## src/rtl/time_entry_if.sv

```systemverilog
// Keypad-side handshake and BCD result bundle for the manual time-entry sequencer.
// The slave modport is the sequencer; the master modport is the keypad/counter side.
interface time_entry_if;
  logic       en;
  logic [9:0] keypad;
  logic       sharp;
  logic [3:0] hour_ten;
  logic [3:0] hour_one;
  logic [3:0] min_ten;
  logic [3:0] min_one;
  logic [3:0] sec_ten;
  logic [3:0] sec_one;
  logic [1:0] field;
  logic       busy;
  logic       load;
  logic       error;
  logic       abort;

  modport master (
    output en, keypad, sharp,
    input  hour_ten, hour_one, min_ten, min_one, sec_ten, sec_one,
    input  field, busy, load, error, abort
  );

  modport slave (
    input  en, keypad, sharp,
    output hour_ten, hour_one, min_ten, min_one, sec_ten, sec_one,
    output field, busy, load, error, abort
  );
endinterface

```

## src/rtl/time_entry_ctrl.sv

```systemverilog
// Keypad sequencer: shifts BCD digits into HH, MM, SS, range-checks each field on '#',
// and strobes load once a complete valid time has been entered.
module time_entry_ctrl #(
  parameter int TIMEOUT = 5000,
  parameter int TW      = 13
) (
  input  logic         clk,
  input  logic         rst,
  time_entry_if.slave  bus
);

  // Encodings double as the field output code.
  typedef enum logic [1:0] {
    HOUR = 2'd0,
    MIN  = 2'd1,
    SEC  = 2'd2,
    IDLE = 2'd3
  } state_t;

  state_t          state_reg, state_next;
  logic            busy_reg, busy_next;
  logic [3:0]      digit_reg  [0:5];
  logic [3:0]      digit_next [0:5];
  logic [TW-1:0]   cnt_reg, cnt_next;
  logic [9:0]      key_prev_reg;
  logic            sharp_prev_reg;
  logic            load_reg, load_next;
  logic            error_reg, error_next;
  logic            abort_reg, abort_next;

  logic            key_acc;
  logic            sharp_acc;
  logic [3:0]      pressed_digit;
  logic [2:0]      ten_idx;
  logic [2:0]      one_idx;
  logic [6:0]      field_value;
  logic [6:0]      field_limit;

  // A press counts only on the transition out of all-released, and only if one-hot.
  assign key_acc   = (bus.keypad != 10'd0) && (key_prev_reg == 10'd0) && $onehot(bus.keypad);
  assign sharp_acc = bus.sharp && !sharp_prev_reg;

  always_comb begin
    pressed_digit = 4'd0;
    for (int i = 0; i < 10; i++) begin
      if (bus.keypad[i]) pressed_digit = 4'(i);
    end
  end

  assign ten_idx     = {state_reg, 1'b0};
  assign one_idx     = {state_reg, 1'b1};
  assign field_value = 7'(digit_reg[ten_idx]) * 7'd10 + 7'(digit_reg[one_idx]);
  assign field_limit = (state_reg == HOUR) ? 7'd23 : 7'd59;

  always_comb begin
    state_next = state_reg;
    cnt_next   = cnt_reg;
    load_next  = 1'b0;
    error_next = 1'b0;
    abort_next = 1'b0;
    for (int i = 0; i < 6; i++) digit_next[i] = digit_reg[i];

    case (state_reg)
      IDLE: begin
        if (bus.en) begin
          state_next = HOUR;
          cnt_next   = '0;
          for (int i = 0; i < 6; i++) digit_next[i] = 4'd0;
        end
      end
      default: begin
        // '#' takes priority over a simultaneous digit, and any event beats timeout.
        if (sharp_acc) begin
          cnt_next = '0;
          if (field_value <= field_limit) begin
            if (state_reg == SEC) begin
              load_next  = 1'b1;
              state_next = IDLE;
            end else begin
              state_next = state_t'(state_reg + 2'd1);
            end
          end else begin
            error_next          = 1'b1;
            digit_next[ten_idx] = 4'd0;
            digit_next[one_idx] = 4'd0;
          end
        end else if (key_acc) begin
          cnt_next            = '0;
          digit_next[ten_idx] = digit_reg[one_idx];
          digit_next[one_idx] = pressed_digit;
        end else if (cnt_reg == TW'(TIMEOUT - 1)) begin
          abort_next = 1'b1;
          state_next = IDLE;
          cnt_next   = '0;
          for (int i = 0; i < 6; i++) digit_next[i] = 4'd0;
        end else begin
          cnt_next = cnt_reg + TW'(1);
        end
      end
    endcase

    busy_next = (state_next != IDLE);
  end

  always_ff @(posedge clk) begin
    if (rst) begin
      state_reg      <= IDLE;
      busy_reg       <= 1'b0;
      cnt_reg        <= '0;
      key_prev_reg   <= 10'd0;
      sharp_prev_reg <= 1'b0;
      load_reg       <= 1'b0;
      error_reg      <= 1'b0;
      abort_reg      <= 1'b0;
      for (int i = 0; i < 6; i++) digit_reg[i] <= 4'd0;
    end else begin
      state_reg      <= state_next;
      busy_reg       <= busy_next;
      cnt_reg        <= cnt_next;
      key_prev_reg   <= bus.keypad;
      sharp_prev_reg <= bus.sharp;
      load_reg       <= load_next;
      error_reg      <= error_next;
      abort_reg      <= abort_next;
      for (int i = 0; i < 6; i++) digit_reg[i] <= digit_next[i];
    end
  end

  assign bus.hour_ten = digit_reg[0];
  assign bus.hour_one = digit_reg[1];
  assign bus.min_ten  = digit_reg[2];
  assign bus.min_one  = digit_reg[3];
  assign bus.sec_ten  = digit_reg[4];
  assign bus.sec_one  = digit_reg[5];
  assign bus.field    = state_reg;
  assign bus.busy     = busy_reg;
  assign bus.load     = load_reg;
  assign bus.error    = error_reg;
  assign bus.abort    = abort_reg;

endmodule

```

## src/flat_wrapper.sv

```systemverilog
// flat-port wrapper written by rule: the top's interface ports become plain ports
module time_entry_ctrl_flat 
#(
  parameter int TIMEOUT = 5000,
  parameter int TW      = 13
)
  (clk, rst, bus_en, bus_keypad, bus_sharp, bus_hour_ten, bus_hour_one, bus_min_ten, bus_min_one, bus_sec_ten, bus_sec_one, bus_field, bus_busy, bus_load, bus_error, bus_abort);
  time_entry_if bus_i ();
  input  logic clk;
  input  logic rst;
  input wire logic [$bits(bus_i.en)-1:0] bus_en;
  input wire logic [$bits(bus_i.keypad)-1:0] bus_keypad;
  input wire logic [$bits(bus_i.sharp)-1:0] bus_sharp;
  output wire logic [$bits(bus_i.hour_ten)-1:0] bus_hour_ten;
  output wire logic [$bits(bus_i.hour_one)-1:0] bus_hour_one;
  output wire logic [$bits(bus_i.min_ten)-1:0] bus_min_ten;
  output wire logic [$bits(bus_i.min_one)-1:0] bus_min_one;
  output wire logic [$bits(bus_i.sec_ten)-1:0] bus_sec_ten;
  output wire logic [$bits(bus_i.sec_one)-1:0] bus_sec_one;
  output wire logic [$bits(bus_i.field)-1:0] bus_field;
  output wire logic [$bits(bus_i.busy)-1:0] bus_busy;
  output wire logic [$bits(bus_i.load)-1:0] bus_load;
  output wire logic [$bits(bus_i.error)-1:0] bus_error;
  output wire logic [$bits(bus_i.abort)-1:0] bus_abort;
  assign bus_i.en = bus_en;
  assign bus_i.keypad = bus_keypad;
  assign bus_i.sharp = bus_sharp;
  assign bus_hour_ten = bus_i.hour_ten;
  assign bus_hour_one = bus_i.hour_one;
  assign bus_min_ten = bus_i.min_ten;
  assign bus_min_one = bus_i.min_one;
  assign bus_sec_ten = bus_i.sec_ten;
  assign bus_sec_one = bus_i.sec_one;
  assign bus_field = bus_i.field;
  assign bus_busy = bus_i.busy;
  assign bus_load = bus_i.load;
  assign bus_error = bus_i.error;
  assign bus_abort = bus_i.abort;
  time_entry_ctrl #(.TIMEOUT(TIMEOUT), .TW(TW)) u_core (.clk(clk), .rst(rst), .bus(bus_i));
endmodule
```

## config.mk

```make
export PLATFORM = sky130hd
export DESIGN_NAME = time_entry_ctrl_flat
export DESIGN_NICKNAME = d
export VERILOG_FILES = /design/src/rtl/time_entry_if.sv /design/src/rtl/time_entry_ctrl.sv /design/src/flat_wrapper.sv
export SDC_FILE = /design/constraint.sdc
export NUM_CORES = 1
export LEC_CHECK = 0
export CAP_MARGIN = 20
export CORE_MARGIN = 2
export CORE_UTILIZATION = 30
export DETAILED_ROUTE_END_ITERATION = 7
export PLACE_DENSITY = 0.57
export SETUP_SLACK_MARGIN = 0.2
export SYNTH_ARGS = -nofsm -noshare
export SYNTH_HDL_FRONTEND = slang
export SYNTH_SLANG_ARGS = --single-unit
```

## constraint.sdc

```tcl
create_clock -name clk -period 7.2 [get_ports clk]
set_input_delay 0.72 -clock clk [delete_from_list [all_inputs] [get_ports clk]]
set_output_delay 0.72 -clock clk [all_outputs]
set_load 0.03 [all_outputs]
```

---- Word-level counts from Yosys, hierarchy flattened ----
Memory sizes are Yosys's and may differ from the RTL's. A register that Yosys moved wholly into a read port is not among the register bits.
Index checks and enable logic that the tools add are counted.
storage, ports and cells
  register bits after elaboration ......... 30
  bits in writable memories ............... 24
  input port bits ......................... 14
  output and inout bits ................... 30
  logic and storage cells ................. 107
  memories kept ........................... 1
memory list
  name              words  bits a word  rd ports  clocked after memory_dff  wr ports  RTL line               text
  u_core.digit_reg  6      4            8         2                         6         time_entry_ctrl.sv:22  logic [3:0] digit_reg [0:5];
cells by class
  add/sub/neg operators ................... 12
  $mul .................................... 1
  order comparisons ....................... 5
  equal/unequal tests ..................... 6
  mux-type cells .......................... 48
  bitwise logic cells ..................... 14
  reductions and logical operators ........ 12
operators with widths
  kind                     count
  $mux W24                 6
  $mux W13                 5
  $and A24 B24 Y24         2
  $bwmux W24               2
  $not A24 Y24             2
  $mux W4                  10
  $demux W4 S3             2
  $mux W2                  9
  $mux W3                  6
  $add A4 B4 Y4            4
  $add A13 B1 Y13 const B  1
  $eq A13 B13 Y1 const B   1
  $add A1 B1 Y2            5
  $logic_not A10 Y1        1
  $reduce_bool A10 Y1      1
  $ge A4 B4 Y1 const B     2
  $lt A4 B1 Y1 const B     2
  $not A3 Y4               2
  $reduce_or A4 Y1         2
  $add A7 B4 Y7            1
  $le A7 B7 Y1             1
  $mux W1                  7
  $mul A4 B3 Y6 const B    1
  $mux W6                  1
  10 further kinds         22

---- Depth between registers and ports, before layout ----
  word-level depth ........................ 14
  depth in mapped cells ................... 18
  mapped depth without buffers ............ 16

---- Worst setup path before layout ----
OpenSTA, ideal clock, no wires.
  kind .................................... input -> register
  start point ............................. input port bus_keypad[0]
  end point ............................... register u_core.cnt_reg[11]
  setup time .............................. 91 ps
  arrival time ............................ 4333 ps
  data required time ...................... 7109 ps
  slack ................................... 2776 ps
  cell stages on the path ................. 16
  buffers on the path ..................... 1
  cell sequence ........................... inv_1 > ha_1 > inv_1 > fa_1 > fa_1 > inv_1 > fa_1 > inv_1 > fa_1 > nor4b_1 > and3_1 > and3_1 > buf_2 > nor2_1 > a41oi_1 > a311oi_1
on the way
  cells in the longest elaborated chain, start to end .. 9
  elaborated cells between the ends (all ways) .. 11
  those cells by class .................... 4 x add/sub; 1 x eq/ne; 3 x mux; 3 x reduce/logical
RTL lines
  item                                               RTL line                text
  from (decl)                                        flat_wrapper.sv:12      input wire logic [$bits(bus_i.keypad)-1:0] bus_keypad;
  $add A1 B1 Y2 (implied by the code)                time_entry_ctrl.sv:40   assign key_acc = (bus.keypad != 10'd0) && (key_prev_reg == 10'd0) && $onehot(bus.keypad);
  $add A4 B4 Y4 (implied by the code) (3 in series)  time_entry_ctrl.sv:40
  $eq A4 B1 Y1                                       time_entry_ctrl.sv:40
  $logic_and A1 B1 Y1 (*)                            time_entry_ctrl.sv:40
  $mux W13 (*)                                       time_entry_ctrl.sv:87   end else if (key_acc) begin
  $mux W13 (*)                                       time_entry_ctrl.sv:73   if (sharp_acc) begin
  $mux W13 (*)                                       time_entry_ctrl.sv:63   case (state_reg)
  to (signal assigned)                               time_entry_ctrl.sv:119  cnt_reg <= cnt_next;
  to (decl)                                          time_entry_ctrl.sv:24   logic [TW-1:0] cnt_reg, cnt_next;
Every way passes the cells marked *; elsewhere a longest branch is shown, timed or not.
A chain may end at the register's enable or synchronous reset.

==> impl.org <==
** STA
- FMAX :: between 150 and 200 MHz
- For the final routed database, the setup TNS stands at 0 ps.
- The worst path in the final design needs a cycle of 5120 ps, including I/O delays and setup.
- Unrepaired setup endpoints after global routing :: no
- Dividing the final minimum period by the clock period gives approximately 71%.
- Worst Setup Slack, final :: about 2100 ps
- Worst-Margin Slew :: between 900 and 1000 ps
- Minimum hold slack :: 500 ps
- Measured against its own limit, the worst slew margin works out to between 30% and 40%.
- Post-route clock skew :: 17.2 ps
- Setup violations remaining at the end of the flow were counted as 0.
- Final slew viol count :: 0
- The final-report hold violation count is 0.

** Placed design
- Total half-perimeter wirelength after legalization and detailed placement :: between 6000 and 7000 µm
- Summing all placed instances gives a cell area of around 4000 µm².
- Dpl ws :: between 1500 and 2000 ps
- The congestion estimate from routability-driven global placement came to between 0.8 and 0.9.
- Dpl cells :: between 500 and 600
- Input and output buffers added on the ports amount to 43.

** Clock tree
- Clock-pin slew was measured on the worst setup and hold paths at around 90 ps.
- CTS tree :: yes
- The number of gates resized after CTS was 0.
- Number of buffers added by the clock tree synthesis step :: 5
- The clock drives 54 sinks.
- CTS placed an instance of sky130_fd_sc_hd__clkbuf_16 at the clock tree root.
- Post-CTS timing repair inserted 0 buffers for setup.
- The longest clock path from root to sink contains 2 buffers.
- Worst-Skew Late Latency :: roughly 310 ps
- CTS built an H-tree with a depth of 2.
- After clock tree synthesis, the flow added hold-fix buffers numbering 0.

** Die
- Die height :: between 100 and 150 µm
- For this design the top-level I/O count stands at 44.
- Chip width :: around 110 µm
- After floorplanning, the core was divided into 39 placement rows.
- The total area inside the core boundary comes to 11,300 µm².
- For this configuration, the core starts out at a cell density of slightly above 30%.
- The die covers around 12,000 µm².

** Pwr
- Peak ir drop on the vdd network :: about 0.11 mV
- The share of total power dissipated in combinational logic is between 30% and 40%.
- For this design the ratio of total power to cell area is 244 nW/µm².
- Share of power burned in registers :: between 30% and 40%
- The analysis attributes to net switching a power of between 0.4 and 0.5 mW.
- Power Internal :: between 0.5 and 0.6 mW
- Leakage component of the power :: 1.70 nW
- Clock share of power :: 25.3%
- Share of total power consumed by net switching :: between 40 and 50%

** Route
- Remaining routing DRC violations :: 0
- Drt first pass iters :: 4
- For this block, the routed nets add up to roughly 9000 µm of wire.
- Antenna Violating Nets Remaining :: 0
- Post-detailed-route via-to-cell ratio :: approximately 5.2
- The first routing iteration left about 140 violations.
- For this block, the via count after detailed routing is 3,006.
- Dividing the detail-routed wire length by the instance count gives ~15 µm.

** Final layout
- Area growth syn-to-layout :: 20.4%
- For this run, the number of standard cells in the final layout without fillers is about 570.
- Antenna diodes :: 0
- Total area of sequential cells :: ~1100 µm²
- Counting the fill cells in the layout gives between 1,000 and 1,500.
- Final non-filler cell area :: just over 4000 µm²
- In the final layout, the multi-input gates occupy roughly 2100 µm².
- Post-layout nets :: 480
- Number of flip-flops in the largest register :: 24
- The post-route netlist has 5.10% of its cells at a drive strength greater than 1.

** Logic synthesis
- Top flip-flop cell by instance count after synthesis :: sky130_fd_sc_hd__dfxtp_1
- The top cell type by area accounts for about a third of the synthesized area.
- Yosys printed 0 warnings.
- Sequential elements use between 30% and 40% of the synthesized area.
- Top area cells in the synthesized netlist :: sky130_fd_sc_hd__dfxtp_1, sky130_fd_sc_hd__ha_1, sky130_fd_sc_hd__fa_1, sky130_fd_sc_hd__nor2_1, sky130_fd_sc_hd__inv_1
- When the netlist entered floorplanning its net count stood at ~440.
- Post-synth EDFFs :: 0
- Cell taking the most area after synthesis :: sky130_fd_sc_hd__dfxtp_1
- Count of different cell masters after synthesis :: 60
- Synth Area per Inst :: just under 9 µm²
- Count of mapped cells out of synthesis :: roughly 390
- Cell area after synthesis :: 3440 µm²
- Leading cell type by number of instances after synthesis :: sky130_fd_sc_hd__dfxtp_1
- Yosys reg bits :: between 50 and 60
- Top cells by count, synth :: sky130_fd_sc_hd__dfxtp_1, sky130_fd_sc_hd__nor2_1, sky130_fd_sc_hd__inv_1, sky130_fd_sc_hd__ha_1, sky130_fd_sc_hd__a21oi_1
- Share of synthesized registers carrying an async set or reset :: 0%

** Worst setup path
- Critical Setup Path Class :: input port to flip-flop
- WP data arrival :: roughly 5300 ps
- Crit Reg-Reg Startpoint :: u_core.bus.field[0]$_SDFF_PP1_
- Ordered list of cells on the worst path :: clkdlybuf4s50_1 > inv_1 > ha_1 > inv_1 > fa_1 > fa_1 > inv_1 > fa_1 > inv_1 > fa_1 > a211o_1 > a22oi_1 > nand4_2 > nor2_1 > a32oi_1 > nor3b_1 > a211oi_1
- Along the worst path, the maximum fanout reaches 13.
- Crit path launch type :: input port
- The worst register-to-register path has a setup slack of 2330 ps.
- In this run the critical register-to-register path is captured at u_core.digit_reg[5][3]$_SDFFE_PP0P_.
- For this design, the slowest cell found on the critical path is sky130_fd_sc_hd__nor2_1.
- Number of cells traversed by the worst register-to-register path :: 16
- In this design, the stage delay of the slowest critical-path cell is 690 ps.
- Data on the critical path is required at its endpoint by between 7000 and 8000 ps.
- STA classifies the critical path endpoint as a flip-flop.

** Min path
- The worst hold path begins at u_core.digit_reg[1][1]$_SDFFE_PP0P_.
- Hold worst-path end :: u_core.digit_reg[1][1]$_SDFFE_PP0P_
- Counting instances, the worst hold path has a depth of 2.
- The tightest min-delay check is of the flip-flop to flip-flop type.

** GRT
- For this run the aggregate overflow at the end of global routing stands at 0.
- The initial antenna violation count is 0.
- Global routing used 14.2% of the available tracks.
- The first global-routing pass estimated roughly 14,000 µm of wire.
- Number of global-route vias before repair :: approximately 2,800
- Entering global routing, the biggest net connects 31 pins.

** Outcome
- Status :: finished clean

** Job
- Max-cap violations in this run came to 0.
-- final cells by class --
cell class              instances  share of cell area [%]
well taps                     143                    4.33
flip-flops and latches         54                    26.1
clock inverters                 3                   0.635
clock buffers                   5                    3.02
repair buffers                 44                    10.6
multi-input cells             286                    51.8
inverters                      39                    3.54
-- power groups by stage --
stage	Combinational (mW)	Sequential (mW)	Clock, mW
2_1_floorplan	0.284	0.360	0
3_3_place_gp	0.384	0.366	0
3_5_place_dp	0.392	0.368	0
4_1_cts	0.394	0.361	0.261
5_1_grt	0.433	0.365	0.271
6_report	0.393	0.360	0.254
-- cell usage in the layout, fill, tap and decap left out, types with 2 or more instances in the layout --
cell type,n
sky130_fd_sc_hd__mux2i_1,8
sky130_fd_sc_hd__and2_1,3
sky130_fd_sc_hd__nor2b_1,5
sky130_fd_sc_hd__o21ai_1,2
sky130_fd_sc_hd__o21a_1,2
sky130_fd_sc_hd__nand3_1,9
sky130_fd_sc_hd__a21oi_1,25
sky130_fd_sc_hd__o31ai_1,2
sky130_fd_sc_hd__nor3_1,5
sky130_fd_sc_hd__ha_1,28
sky130_fd_sc_hd__nand2b_1,5
sky130_fd_sc_hd__clkdlybuf4s50_1,43
sky130_fd_sc_hd__inv_1,39
sky130_fd_sc_hd__nand4_1,2
sky130_fd_sc_hd__a211oi_1,10
sky130_fd_sc_hd__and3_1,13
sky130_fd_sc_hd__or4_1,3
sky130_fd_sc_hd__o21ai_0,19
sky130_fd_sc_hd__nor4_4,2
sky130_fd_sc_hd__or3_1,5
sky130_fd_sc_hd__o31a_1,4
sky130_fd_sc_hd__a32oi_1,4
sky130_fd_sc_hd__nand2_1,19
sky130_fd_sc_hd__o211a_1,3
sky130_fd_sc_hd__a2111oi_0,3
sky130_fd_sc_hd__dfxtp_1,54
sky130_fd_sc_hd__a211o_1,2
sky130_fd_sc_hd__clkbuf_16,5
sky130_fd_sc_hd__fa_1,8
sky130_fd_sc_hd__nor3b_1,7
sky130_fd_sc_hd__a22o_1,6
sky130_fd_sc_hd__a31oi_1,2
sky130_fd_sc_hd__nand3b_1,6
sky130_fd_sc_hd__a32o_1,9
sky130_fd_sc_hd__a22oi_1,2
sky130_fd_sc_hd__nor2_1,41
sky130_fd_sc_hd__inv_6,2
-- critical path, delay by kind of cell --
family                   cells  cell delay, ps
adder cells (fa/ha/maj)      5            1780
AND/OR/NAND/NOR              3            1110
AO/OA/AOI/OAI                4             920
buffers and inverters        5             810
-- per-layer routing --
| metal | GRT usage [%] | up-vias | part of all wire [%] |
|---|---|---|---|
| met5 | 0 | - | 0 |
| met1 | 17.9 | 1449 | 46 |
| li1 | - | 1497 | - |
| met3 | 1.69 | 7 | 3.3 |
| met2 | 25.9 | 53 | 49 |
| met4 | 3.54 | 0 | 1.1 |
-- logic make-up (layout without fill, tap and decap cells) --
kind of cell	count (synthesis)	in the layout	synth area share (%)
buffers and inverters	54	91	6.23
multiplexers	8	8	2.33
flip-flops	54	54	31.5
adder cells (fa/ha/maj)	36	36	14.9
AND/OR/NAND/NOR	134	134	21.8
XOR/XNOR	2	2	0.510
AO/OA/AOI/OAI	106	106	22.8
-- stage by stage --
step / utilization (%) / total power, mW
after global routing: 36.7 / 1.07
final: 36.7 / 1.01
after floorplan: - / 0.644
after detailed placement: 35.4 / 0.760
after CTS: 36.7 / 1.02
after global placement: 35.4 / 0.750
-- worst max-delay path by stage --
stage | from | slack [ps] | endpoint
3_3_place_gp | bus_keypad[1] | 1890 | u_core.digit_reg[0][2]$_SDFFE_PP0P_
3_5_place_dp | bus_keypad[1] | 1750 | u_core.digit_reg[0][1]$_SDFFE_PP0P_
4_1_cts | bus_keypad[1] | 2070 | u_core.digit_reg[0][1]$_SDFFE_PP0P_
5_1_grt | bus_keypad[1] | 1760 | u_core.digit_reg[0][2]$_SDFFE_PP0P_
6_report | bus_keypad[3] | 2080 | u_core.digit_reg[0][1]$_SDFFE_PP0P_
2_1_floorplan | bus_keypad[0] | 2780 | u_core.cnt_reg[11]$_SDFFE_PP0N_
No activity file was read; power rests on OpenSTA's default activity.
